<file path="config.mk">
export PLATFORM = sky130hd
export DESIGN_NAME = truth_table_sweeper_flat
export DESIGN_NICKNAME = d
export VERILOG_FILES = /design/src/rtl/truth_table_sweeper_if.sv /design/src/rtl/truth_table_sweeper.sv /design/src/flat_wrapper.sv
export SDC_FILE = /design/constraint.sdc
export NUM_CORES = 1
export LEC_CHECK = 0
export ABC_AREA = 1
export CORE_ASPECT_RATIO = 1.25
export CORE_UTILIZATION = 48
export CTS_CLUSTER_DIAMETER = 150
export DETAILED_ROUTE_END_ITERATION = 16
export PLACE_DENSITY = 0.84
export SLEW_MARGIN = 20
export SYNTH_ARGS = -nofsm -noshare
export SYNTH_HDL_FRONTEND = slang
export SYNTH_SLANG_ARGS = --single-unit
</file>
<file path="constraint.sdc">
create_clock -name clk -period 1.3 [get_ports clk]
set_input_delay 0.325 -clock clk [delete_from_list [all_inputs] [get_ports clk]]
set_output_delay 0.325 -clock clk [all_outputs]
set_load 0.01 [all_outputs]
</file>
<file path="src/rtl/truth_table_sweeper_if.sv">
// Control, status and logic-under-test drive/capture signals for truth_table_sweeper.
// The sweeper uses the slave view; the bench or host controller uses the master view.
interface truth_table_sweeper_if;
  logic        start;
  logic        abort;
  logic        obs_out;
  logic        drv_in1;
  logic        drv_in2;
  logic        drv_in3;
  logic        drv_in4;
  logic        busy;
  logic        done;
  logic [15:0] table_obs;
  logic [15:0] err_mask;
  logic [15:0] unstable_mask;
  logic        match;

  modport slave (
    input  start, abort, obs_out,
    output drv_in1, drv_in2, drv_in3, drv_in4,
    output busy, done, table_obs, err_mask, unstable_mask, match
  );

  modport master (
    output start, abort, obs_out,
    input  drv_in1, drv_in2, drv_in3, drv_in4,
    input  busy, done, table_obs, err_mask, unstable_mask, match
  );
endinterface

</file>
<file path="src/rtl/truth_table_sweeper.sv">
// Steps a 4-input logic block through all 16 rows, double-samples its synchronized
// output at the end of each settle window and compares the table against EXPECTED.
module truth_table_sweeper #(
  parameter logic [15:0] EXPECTED      = 16'h1284,
  parameter int unsigned SETTLE_CYCLES = 8
) (
  input  logic                  clk,
  input  logic                  rst_n,
  truth_table_sweeper_if.slave  bus
);

  typedef enum logic [2:0] {
    IDLE   = 3'd0,
    DRIVE  = 3'd1,
    SETTLE = 3'd2,
    SAMP_A = 3'd3,
    SAMP_B = 3'd4,
    DONE   = 3'd5
  } state_t;

  localparam logic [7:0] SETTLE_LOAD = 8'(SETTLE_CYCLES - 1);

  state_t      state, state_nxt;
  logic [3:0]  row, row_nxt;
  logic [7:0]  cnt, cnt_nxt;
  logic        samp_a, samp_a_nxt;
  logic [3:0]  drv, drv_nxt;
  logic        busy, busy_nxt;
  logic        done, done_nxt;
  logic [15:0] table_obs, table_obs_nxt;
  logic [15:0] err_mask, err_mask_nxt;
  logic [15:0] unstable_mask, unstable_mask_nxt;
  logic        match, match_nxt;
  logic        obs_meta_p0;
  logic        obs_sync_p1;
  logic [3:0]  bit_idx;

  // Row i lands in bit (15-i), which for a 4-bit index is simply ~i.
  assign bit_idx = ~row;

  // Stage p0/p1: two-flop synchronizer for the asynchronous observed output.
  always_ff @(posedge clk or negedge rst_n) begin
    if (!rst_n) begin
      obs_meta_p0 <= 1'b0;
      obs_sync_p1 <= 1'b0;
    end else begin
      obs_meta_p0 <= bus.obs_out;
      obs_sync_p1 <= obs_meta_p0;
    end
  end

  always_ff @(posedge clk or negedge rst_n) begin
    if (!rst_n) begin
      state         <= IDLE;
      row           <= 4'd0;
      cnt           <= 8'd0;
      samp_a        <= 1'b0;
      drv           <= 4'd0;
      busy          <= 1'b0;
      done          <= 1'b0;
      table_obs     <= 16'd0;
      err_mask      <= 16'd0;
      unstable_mask <= 16'd0;
      match         <= 1'b0;
    end else begin
      state         <= state_nxt;
      row           <= row_nxt;
      cnt           <= cnt_nxt;
      samp_a        <= samp_a_nxt;
      drv           <= drv_nxt;
      busy          <= busy_nxt;
      done          <= done_nxt;
      table_obs     <= table_obs_nxt;
      err_mask      <= err_mask_nxt;
      unstable_mask <= unstable_mask_nxt;
      match         <= match_nxt;
    end
  end

  always_comb begin
    state_nxt         = state;
    row_nxt           = row;
    cnt_nxt           = cnt;
    samp_a_nxt        = samp_a;
    drv_nxt           = drv;
    busy_nxt          = busy;
    done_nxt          = 1'b0;
    table_obs_nxt     = table_obs;
    err_mask_nxt      = err_mask;
    unstable_mask_nxt = unstable_mask;
    match_nxt         = match;

    case (state)
      IDLE: begin
        // busy lingers one cycle after DONE so it still covers the done pulse.
        busy_nxt = 1'b0;
        drv_nxt  = 4'd0;
        if (bus.start) begin
          state_nxt         = DRIVE;
          row_nxt           = 4'd0;
          busy_nxt          = 1'b1;
          table_obs_nxt     = 16'd0;
          err_mask_nxt      = 16'd0;
          unstable_mask_nxt = 16'd0;
          match_nxt         = 1'b0;
        end
      end
      DRIVE: begin
        drv_nxt   = row;
        cnt_nxt   = SETTLE_LOAD;
        state_nxt = SETTLE;
      end
      SETTLE: begin
        if (cnt == 8'd0) begin
          state_nxt = SAMP_A;
        end else begin
          cnt_nxt = cnt - 8'd1;
        end
      end
      SAMP_A: begin
        samp_a_nxt = obs_sync_p1;
        state_nxt  = SAMP_B;
      end
      SAMP_B: begin
        table_obs_nxt[bit_idx]     = obs_sync_p1;
        unstable_mask_nxt[bit_idx] = samp_a ^ obs_sync_p1;
        if (row == 4'd15) begin
          state_nxt = DONE;
        end else begin
          row_nxt   = row + 4'd1;
          state_nxt = DRIVE;
        end
      end
      DONE: begin
        done_nxt     = 1'b1;
        err_mask_nxt = table_obs ^ EXPECTED;
        match_nxt    = ((table_obs ^ EXPECTED) == 16'd0) && (unstable_mask == 16'd0);
        drv_nxt      = 4'd0;
        state_nxt    = IDLE;
      end
      default: begin
        state_nxt = IDLE;
      end
    endcase

    // Abort overrides everything, including a start seen in the same cycle.
    if (bus.abort) begin
      state_nxt = IDLE;
      busy_nxt  = 1'b0;
      drv_nxt   = 4'd0;
      done_nxt  = 1'b0;
      if (state != IDLE) begin
        match_nxt     = 1'b0;
        table_obs_nxt = table_obs;
        err_mask_nxt  = err_mask;
      end else begin
        table_obs_nxt     = table_obs;
        err_mask_nxt      = err_mask;
        unstable_mask_nxt = unstable_mask;
        match_nxt         = match;
      end
    end
  end

  assign bus.drv_in1       = drv[3];
  assign bus.drv_in2       = drv[2];
  assign bus.drv_in3       = drv[1];
  assign bus.drv_in4       = drv[0];
  assign bus.busy          = busy;
  assign bus.done          = done;
  assign bus.table_obs     = table_obs;
  assign bus.err_mask      = err_mask;
  assign bus.unstable_mask = unstable_mask;
  assign bus.match         = match;

endmodule

</file>
<file path="src/flat_wrapper.sv">
// flat-port wrapper written by rule: the top's interface ports become plain ports
module truth_table_sweeper_flat 
#(
  parameter logic [15:0] EXPECTED      = 16'h1284,
  parameter int unsigned SETTLE_CYCLES = 8
)
  (clk, rst_n, bus_start, bus_abort, bus_obs_out, bus_drv_in1, bus_drv_in2, bus_drv_in3, bus_drv_in4, bus_busy, bus_done, bus_table_obs, bus_err_mask, bus_unstable_mask, bus_match);
  truth_table_sweeper_if bus_i ();
  input  logic clk;
  input  logic rst_n;
  input wire logic [$bits(bus_i.start)-1:0] bus_start;
  input wire logic [$bits(bus_i.abort)-1:0] bus_abort;
  input wire logic [$bits(bus_i.obs_out)-1:0] bus_obs_out;
  output wire logic [$bits(bus_i.drv_in1)-1:0] bus_drv_in1;
  output wire logic [$bits(bus_i.drv_in2)-1:0] bus_drv_in2;
  output wire logic [$bits(bus_i.drv_in3)-1:0] bus_drv_in3;
  output wire logic [$bits(bus_i.drv_in4)-1:0] bus_drv_in4;
  output wire logic [$bits(bus_i.busy)-1:0] bus_busy;
  output wire logic [$bits(bus_i.done)-1:0] bus_done;
  output wire logic [$bits(bus_i.table_obs)-1:0] bus_table_obs;
  output wire logic [$bits(bus_i.err_mask)-1:0] bus_err_mask;
  output wire logic [$bits(bus_i.unstable_mask)-1:0] bus_unstable_mask;
  output wire logic [$bits(bus_i.match)-1:0] bus_match;
  assign bus_i.start = bus_start;
  assign bus_i.abort = bus_abort;
  assign bus_i.obs_out = bus_obs_out;
  assign bus_drv_in1 = bus_i.drv_in1;
  assign bus_drv_in2 = bus_i.drv_in2;
  assign bus_drv_in3 = bus_i.drv_in3;
  assign bus_drv_in4 = bus_i.drv_in4;
  assign bus_busy = bus_i.busy;
  assign bus_done = bus_i.done;
  assign bus_table_obs = bus_i.table_obs;
  assign bus_err_mask = bus_i.err_mask;
  assign bus_unstable_mask = bus_i.unstable_mask;
  assign bus_match = bus_i.match;
  truth_table_sweeper #(.EXPECTED(EXPECTED), .SETTLE_CYCLES(SETTLE_CYCLES)) u_core (.clk(clk), .rst_n(rst_n), .bus(bus_i));
endmodule
</file>
### After elaboration in Yosys (flattened, before gate mapping)

Cells that the tools add are included.

| cells by class | value |
|---|---|
| equal/unequal tests | 12 |
| order comparisons | 2 |
| add/subtract/negate cells | 2 |
| bitwise gates (word level) | 4 |
| multiplexer cells | 32 |
| reduce and logical (&&, ||, !) cells | 20 |

Operator list:

| operator | number |
|---|---|
| $pmux 16 s2 | 3 |
| $mux 16 | 4 |
| $bwmux 16 | 2 |
| $logic_not 16->1 | 2 |
| $pmux 4 s2 | 2 |
| $pmux 8 s2 | 1 |
| $pmux 3 s5 | 1 |
| $mux 3 | 4 |
| $mux 4 | 3 |
| $reduce_and 3->1 | 4 |
| $mux 1 | 9 |
| $reduce_bool 3->1 | 3 |
| $logic_not 8->1 | 1 |
| $mux 8 | 1 |
| $not 4->4 | 2 |
| $reduce_bool 2->1 | 4 |
| $sub 8x1->8 const B | 1 |
| $eq 3x2->1 const B | 2 |
| $eq 3x3->1 const B | 2 |
| $ne 2x2->1 const B | 3 |
| $lt 4x5->1 const B | 1 |
| $add 4x1->4 const B | 1 |
| $demux 1 s4 | 1 |
| $eq 4x4->1 const B | 1 |
| 12 further kinds | 14 |

| storage, ports and cells | value |
|---|---|
| word-level logic and storage cells | 85 |
| output and inout bits | 55 |
| bits in registers | 73 |
| input bits | 5 |

### Logic depth before layout (Yosys ltp)

Gate-level depths: netlist of run 1.

| depth | value |
|---|---|
| depth after elaboration | 9 |
| gate-level depth with buffers | 10 |
| mapped depth without buffers | 9 |

### Worst setup path after synthesis of run 1

OpenSTA, ideal clock, no wires.

| timing | value |
|---|---|
| path type | flip-flop to flip-flop |
| from | register u_core.cnt[0] |
| to | register u_core.cnt[2] |
| setup slack | -44 ps |
| arrival time | 1221 ps |
| setup time | 123 ps |
| buffers on the path | 0 |
| period minus slack after synthesis | 1344 ps |
| cell stages (with the launch flop) | 8 |
| data required time | 1177 ps |
| cell sequence | dfrtp_1 inv_1 ha_1 nand2_1 o21ai_4 nand2_2 o21ai_0 nand2_1 |

| between the ends | value |
|---|---|
| cells in the longest elaborated chain, start to end | 3 |
| elaborated cells on any way between the ends | 6 |
| those cells by class | add/sub (1); eq/ne (1); mux (2); reduce/logical (2) |

RTL lines:

| what | line | text |
|---|---|---|
| start: declaration | truth_table_sweeper.sv:25 | `logic [7:0] cnt, cnt_nxt;` |
| start signal: assignment | truth_table_sweeper.sv:68 | `cnt <= cnt_nxt;` |
| $sub 8x1->8 / $logic_not 8->1 (equally long branches) | truth_table_sweeper.sv:117, truth_table_sweeper.sv:114 |  |
| $mux 8 / $ne 2x2->1 (equally long branches) | n/a |  |
| $pmux 8 s2 / $reduce_and 2->1 (equally long branches) | n/a |  |

Parallel ways exist; a longest one is shown, timed or not. The select of a mux whose other input is x is not followed.
A chain may end at the register's enable or synchronous reset.

### Worst setup path in the final report of run 1

| timing | value |
|---|---|
| from | register u_core.state[2] |
| to | register u_core.match, in the netlist u_core.bus.match |

| between the ends | value |
|---|---|
| cells in the longest elaborated chain, start to end | 3 |
| elaborated cells on any way between the ends | 9 |
| those cells by class | eq/ne (3); mux (2); reduce/logical (4) |

RTL lines:

| what | line | text |
|---|---|---|
| start: declaration | truth_table_sweeper.sv:23 | `state_t state, state_nxt;` |
| start signal: assignment | truth_table_sweeper.sv:66 | `state <= state_nxt;` |
| $eq 3x3->1, or another cell as far along | truth_table_sweeper.sv:93 | `case (state)` |
| $pmux 1 s2, or another cell as far along | truth_table_sweeper.sv:93 |  |
| $mux 1 / $reduce_and 3->1 (equally long branches) | n/a |  |
| end signal: assignment | truth_table_sweeper.sv:76 | `match <= match_nxt;` |
| end: declaration | truth_table_sweeper.sv:33 | `logic match, match_nxt;` |

Parallel ways exist; a longest one is shown, timed or not.

==> results of run 1 <==
-- layout by cell type (no fill, tap or decap), drive strengths merged, types with 2 or more instances in the layout --
cell / count
inv: 42
ha: 6
or2: 3
nand2: 168
dfrtp: 73
o21ai: 51
nor2: 69
clkbuf: 19
clkdlybuf4s50: 3
xor2: 3
nand4: 6
clkinvlp: 2
nand3: 24
clkinv: 4
buf: 155
nand3b: 4
a21oi: 7
nor3: 5
-- repair_timing --
item                       CTS  global route
hold endpoints to repair     0             0
resized for setup          278           161
setup buffers               27            18
pin swaps                    9            25
cloned                       1             2
setup endpoints to repair  122            97
-- power by group --
group	internal [mW]	switching (mW)
Combinational	0.836	1.32
Sequential	2.37	0.126
Clock	0.903	0.988
Total	4.11	2.44
-- through the flow --
step | utilization | worst slack [ps] | setup TNS (ps) | area, um2
2_1_floorplan | - | -6.48 | -6.48 | 3690
3_5_place_dp | 0.649 | -476 | -20920 | 4800
6_report | 0.785 | -237 | -8600 | 5810
3_3_place_gp | 0.649 | -432 | -18580 | 4800
4_1_cts | 0.720 | -63.1 | -1440 | 5330
5_1_grt | 0.785 | -253 | -11030 | 5810
-- flip-flops by register name (all words and copies together) (netlist names), 3 cells and up --
signal,cells
u_core.bus.err_mask,16
u_core.bus.table_obs,16
u_core.bus.unstable_mask,16
u_core.cnt,8
u_core.drv,4
u_core.row,4
u_core.state,3
-- cell type report --
type,count,area (um2)
Multi-Input combinational cell,347,2200
Sequential cell,73,1830
Fill cell,376,1590
Timing Repair Buffer,168,1230
Inverter,40,210
Clock buffer,9,124
Tap cell,92,115
Clock inverter,7,77.6
Timing Repair inverter,2,16.3
-- per-layer routing --
metal,GRT usage,routed length [um],vias to the layer above
met4,0.201,1170,0
met3,0.0882,1640,119
li1,-,-,1844
met5,0,0,-
met2,0.540,7600,407
met1,0.341,5390,2150
-- logic make-up after synthesis --
group,after synthesis,share of synthesized area
AOI/OAI and AO/OA,58,0.0860
xor gates and xnor gates,3,0.00714
adders and majority gates,6,0.0204
buffers and inverters,51,0.0663
DFF,73,0.496
and+or+nand+nor,279,0.324
-- worst max path at each step --
stage | start | slack [ps] | end | cells past startpoint
floorplan | u_core.cnt[5]$_DFFE_PN0P_ | -6 | u_core.cnt[2]$_DFFE_PN0P_ | 6
global placement | bus_abort | -430 | u_core.bus.table_obs[13]$_DFFE_PN0P_ | 8
detailed placement | bus_abort | -480 | u_core.bus.table_obs[12]$_DFFE_PN0P_ | 8
CTS | u_core.state[0]$_DFFE_PN0P_ | -60 | u_core.bus.table_obs[4]$_DFFE_PN0P_ | 6
global route | u_core.state[2]$_DFFE_PN0P_ | -250 | u_core.bus.match$_DFFE_PN0P_ | 7
finish | u_core.state[2]$_DFFE_PN0P_ | -240 | u_core.bus.match$_DFFE_PN0P_ | 7
-- worst max-delay path: cells and delay by family (launching register included) --
| family | cells | cell delay (ps) |
|---|---|---|
| simple gates | 4 | 410 |
| flops | 1 | 440 |
| buf+inv | 2 | 320 |
| compound gates | 1 | 250 |
==> summary.md, run 1 <==
| Metric | Value |
|---|---|
| Status | `finished with violations` |
| Violated checks | `negative setup slack` |
| Drt total wl | `approximately 16000 um` |
| Final WS setup | `-237 ps` |
| Vias | `4520` |
| CP Class | `reg2reg` |
| IO Pins | `60` |
| Final Power | `6.55 mW` |
| Max Slew Vio Count | `0` |
| Number of enable flip-flop cells after synthesis | `0` |
| Hold buffer count at cts | `0` |
| CTS tree | `built` |
| RSZ-0062 raised after global routing | `true` |
| Most frequent cells after synthesis | `nand2_1, dfrtp_1, nor2_1, inv_1, o21ai_0` |
| Worst-path maximum fanout | `4` |
| Final nets | `652` |
| Htree depth | `3` |
| Num CTS Buffers | `9` |
| Initial DRC Count | `622` |
| HPWL after detailed placement | `7130 um` |
| Worst EP arrival | `1780 ps` |
| Fin Clk Skew | `just over 9 ps` |
| Reg2reg start | `u_core.state[2]$_DFFE_PN0P_` |
| CTS Root Buffer Type | `clkbuf_8` |
| Ys flop type | `dfrtp_1` |
| Later-pin clock latency in the skew report | `370 ps` |
| Async SR Flop Fraction | `1.00` |
| Reg-to-Reg End | `u_core.bus.match$_DFFE_PN0P_` |
| Dominant cell type by area after synthesis | `dfrtp_1` |
| Core area | `between 0.007 and 0.008 mm2` |
| WP data required | `1540 ps` |
| Number of synthesis warnings | `0` |
| Worst hold slack | `0.246 ps` |
| Clk buf depth | `2` |
| Worst Hold Class | `in2async` |
| Initial Util | `0.497` |
| DRT Pass-1 Iters | `7` |
| R2R depth | `7` |
| Peak VDD IR | `0.949 mV` |
| Die H | `99.9 um` |
| Port Buffer Count | `slightly below 60` |
| Max incr delay on CP | `440 ps` |
| Hold violation count in the final report | `0` |
| Mapped Nets | `481` |
| Row count | `35` |
| Register bit total from synthesis | `73` |
| Worst setup EP type | `flip-flop` |
| Cells along the critical path | `buf_4, buf_4, nand2_2, nand2_4, nor2_4, o21ai_2, nand2_1` |
| Vias/cell | `between 6 and 7` |
| Clock sinks | `73` |
| Post-synthesis sequential area ratio | `0.496` |
| Max-Cap Viols | `0` |
| Worst path slowest cell | `dfrtp_1` |
| First-pass GRT wire length | `19200 um` |
| Area grow syn2layout | `57.8%` |
| Initial antenna violation count | `0` |
| Achievable Freq | `0.651 GHz` |
| Die Width | `80.3 um` |
| Most instantiated library cell after synthesis | `nand2_1` |
| Wire length per cell | `21.4 um` |
| Post-synthesis cell type count | `26` |
| Post-route DRC | `0` |
| P_leak | `3.03 nW` |
| Clock transition at path regs | `90 ps` |
| Dpl cells | `674` |
| CP dominant cell by count | `buf_4` |
| Ant. Diodes | `0` |
| Final cell count without fillers | `roughly 740` |
| Final Wtd Congestion | `slightly below 0.9` |
| Power per cell area | `1130 mW/mm2` |
| Share of layout cells above drive strength 1 | `0.509` |
| Critical Path Source Type | `flip-flop` |
| Cells after Synth | `470` |
| Final min period | `1540 ps` |
| Post-synthesis average cell area | `7.83 um2` |
| Worst reg-to-reg setup slack | `-240 ps` |
| Synth area leaders | `dfrtp_1, nand2_1, nor2_1, o21ai_0, nand3_1` |
| Worst slew pin tran | `507 ps` |
| Slew HR | `0.661` |
| Die area | `0.00803 mm2` |
| Tot GR Track Use | `0.316` |
| Fin crit share | `1.18` |
| Detail Route Antenna Nets | `0` |
| Top-area cell type share of the netlist area | `0.496` |
| Final setup violation count | `slightly below 70` |
| Largest net degree at the start of global routing | `74` |
| GR Overflow Total | `0` |
| Mapped cell area | `0.00368 mm2` |
| Vias in the first global route | `4166` |
Note: power is estimated with default switching activity, not from simulation.
==> inputs of run 2 (changes only) <==
PLACE_DENSITY = 0.76   (was 0.84)
SKIP_CTS_REPAIR_TIMING = 1   (was unset)
==> run 2 against run 1 <==
Effect of this change: the flow finishes with violations (negative hold slack, negative setup slack); final cell count decreased by 2.4%; design area increased by 4.9%; via count decreased by 5.0%; register-to-register slack got worse by 70 ps; clock skew increased by 5.6 ps; clock-buffer cell count unchanged; critical path type unchanged; largest cell class unchanged.
==> summary.md, run 2 (same netlist as run 1, synthesis figures left out) <==
| Metric | Value |
|---|---|
| Status | `finished with violations` |
| Violated checks | `negative hold slack, negative setup slack` |
| Row count | `35` |
| CTS tree | `built` |
| P_leak | `3.81 nW` |
| Worst-path maximum fanout | `10` |
| Final WS setup | `-307 ps` |
| Design area | `0.00610 mm2` |
| Initial DRC Count | `432` |
| Met1 WL | `5010 um` |
| Most frequent cells in the layout | `nand2_1, dfrtp_1, buf_4` |
| CTS Root Buffer Type | `clkbuf_8` |
| Max incr delay on CP | `460 ps` |
| Final Wtd Congestion | `between 0.8 and 0.9` |
| Worst hold slack | `-29.0 ps` |
| Power per cell area | `1090 mW/mm2` |
| Tot GR Track Use | `0.262` |
| Clk buf depth | `2` |
| Final min period | `1610 ps` |
| Vias/cell | `between 5 and 6` |
| Share of layout cells above drive strength 1 | `0.411` |
| Vias in the first global route | `between 3000 and 4000` |
| Ant. Diodes | `0` |
| Int Power | `around 4.3 mW` |
| Area grow syn2layout | `65.6%` |
| RSZ-0062 raised after global routing | `true` |
| Max Slew Vio Count | `0` |
| Flop pwr share | `0.378` |
| Worst slew pin tran | `414 ps` |
| HPWL after detailed placement | `7080 um` |
| Num CTS Buffers | `9` |
| Achievable Freq | `0.622 GHz` |
| Core area | `0.00740 mm2` |
| Slew HR | `0.722` |
| Clock sinks | `73` |
| Net Sw Frac | `0.358` |
| Cells along the critical path | `nor2_4, nand2_2, inv_2, nand2_4, nand2_8, buf_12, inv_8, nand3_1, nand2_1` |
| Clock transition at path regs | `90 ps` |
| Die area | `0.00803 mm2` |
| Net Switching | `approximately 2.4 mW` |
| Initial antenna violation count | `0` |
| Post-route DRC | `0` |
| Drt total wl | `14600 um` |
| Commonest non-fill, non-tap cell in the layout | `nand2_1` |
| Peak VDD IR | `1.17 mV` |
| Combinational Power Share | `0.309` |
| Final setup violation count | `between 70 and 80` |
| Htree depth | `3` |
| GR Overflow Total | `0` |
| Top Layer Used | `met4` |
| Largest regs | `u_core.bus.err_mask x16, u_core.bus.table_obs x16, u_core.bus.unstable_mask x16` |
| Initial Util | `0.497` |
| Detail Route Antenna Nets | `0` |
| Worst slack, placed | `-496 ps` |
| Worst Hold Class | `in2async` |
| Port Buffer Count | `59` |
| Die H | `roughly 100 um` |
| Buffers & Inverters on Critical Path | `3` |
| Final nets | `634` |
| Wire length per cell | `around 20 um` |
| DRT Pass-1 Iters | `6` |
| Die Width | `~80 um` |
| Critical Path Source Type | `flip-flop` |
| Largest net degree at the start of global routing | `74` |
| Clock power share | `0.313` |
| Routed wl met3 | `approximately 1200 um` |
| Worst setup EP type | `flip-flop` |
| CP Class | `reg2reg` |
| First-pass GRT wire length | `16000 um` |
| WP data required | `1560 ps` |
| Fin Clk Skew | `14.8 ps` |
| Max-Cap Viols | `0` |
| Hold violation count in the final report | `between 40 and 50` |
| Fin crit share | `1.24` |
| IO Pins | `60` |
| Routed wl met2 | `7380 um` |
| Later-pin clock latency in the skew report | `approximately 370 ps` |
| Fin util | `0.824` |
| Worst EP arrival | `1870 ps` |
| Vias | `4296` |
| CP top delay family | `simple AND/OR/NAND/NOR gates` |
| Worst path slowest cell | `dfrtp_2` |
| DP Area | `0.00483 mm2` |
-- run 2: metal layers --
| metal | vias up | track usage |
|---|---|---|
| li1 | 1811 | - |
| met1 | 2037 | 0.313 |
| met2 | 347 | 0.460 |
| met3 | 101 | 0.0509 |
| met4 | 0 | 0.103 |
| met5 | - | 0 |
-- run 2: worst reg2reg max path: stages, from the launching register on --
cell and delay [ps]:
dfrtp_2 460, nor2_4 210, nand2_2 140, inv_2 130, nand2_4 100, nand2_8 140
buf_12 130, inv_8 50, nand3_1 80, nand2_1 60
-- run 2: path summary, 6_finish.rpt --
path                       slack, ps  cells after the start                                       end                          from
setup / recovery                -310                      9       u_core.bus.table_obs[9]$_DFFE_PN0P_   u_core.state[0]$_DFFE_PN0P_
setup reg to reg                -310                      9       u_core.bus.table_obs[9]$_DFFE_PN0P_   u_core.state[0]$_DFFE_PN0P_
max in group asynchronous       1010                      2  u_core.bus.unstable_mask[10]$_DFFE_PN0P_                         rst_n
min in group clk                 360                      0              u_core.obs_sync_p1$_DFF_PN0_  u_core.obs_meta_p0$_DFF_PN0_
hold / removal                   -30                      2                 u_core.cnt[2]$_DFFE_PN0P_                         rst_n
hold reg to reg                  360                      0              u_core.obs_sync_p1$_DFF_PN0_  u_core.obs_meta_p0$_DFF_PN0_
-- run 2: power by group through the flow --
stage / Sequential (mW) / Combinational, mW / Clock (mW)
4_1_cts: 2.48 / 1.22 / 2.04
5_1_grt: 2.52 / 2.15 / 2.19
3_3_place_gp: 2.51 / 1.14 / 0
2_1_floorplan: 2.52 / 0.745 / 0
3_5_place_dp: 2.52 / 1.19 / 0
6_report: 2.51 / 2.05 / 2.08
-- run 2: cell type report --
cell class                      instances  area, um2
Clock buffer                            9        124
Clock inverter                          7        103
Fill cell                             375       1310
Inverter                               40        195
Multi-Input combinational cell        349       2180
Sequential cell                        73       1830
Tap cell                               92        115
Timing Repair Buffer                  148       1540
Timing Repair inverter                  2       18.8
-- run 2: through the flow --
stage | setup TNS [ps] | total power, mW | cells
detailed placement | -21310 | 3.72 | 677
floorplan | -6.48 | 3.26 | 470
global placement | -19570 | 3.65 | 677
CTS | -23120 | 5.74 | 693
global route | -15200 | 6.85 | 720
finish | -11960 | 6.63 | 720
==> inputs of run 3 (changes only) <==
CAP_MARGIN = 20   (was unset)
==> results of run 3 <==
The final DEF is identical to that of run 2; final timing and power are the same.
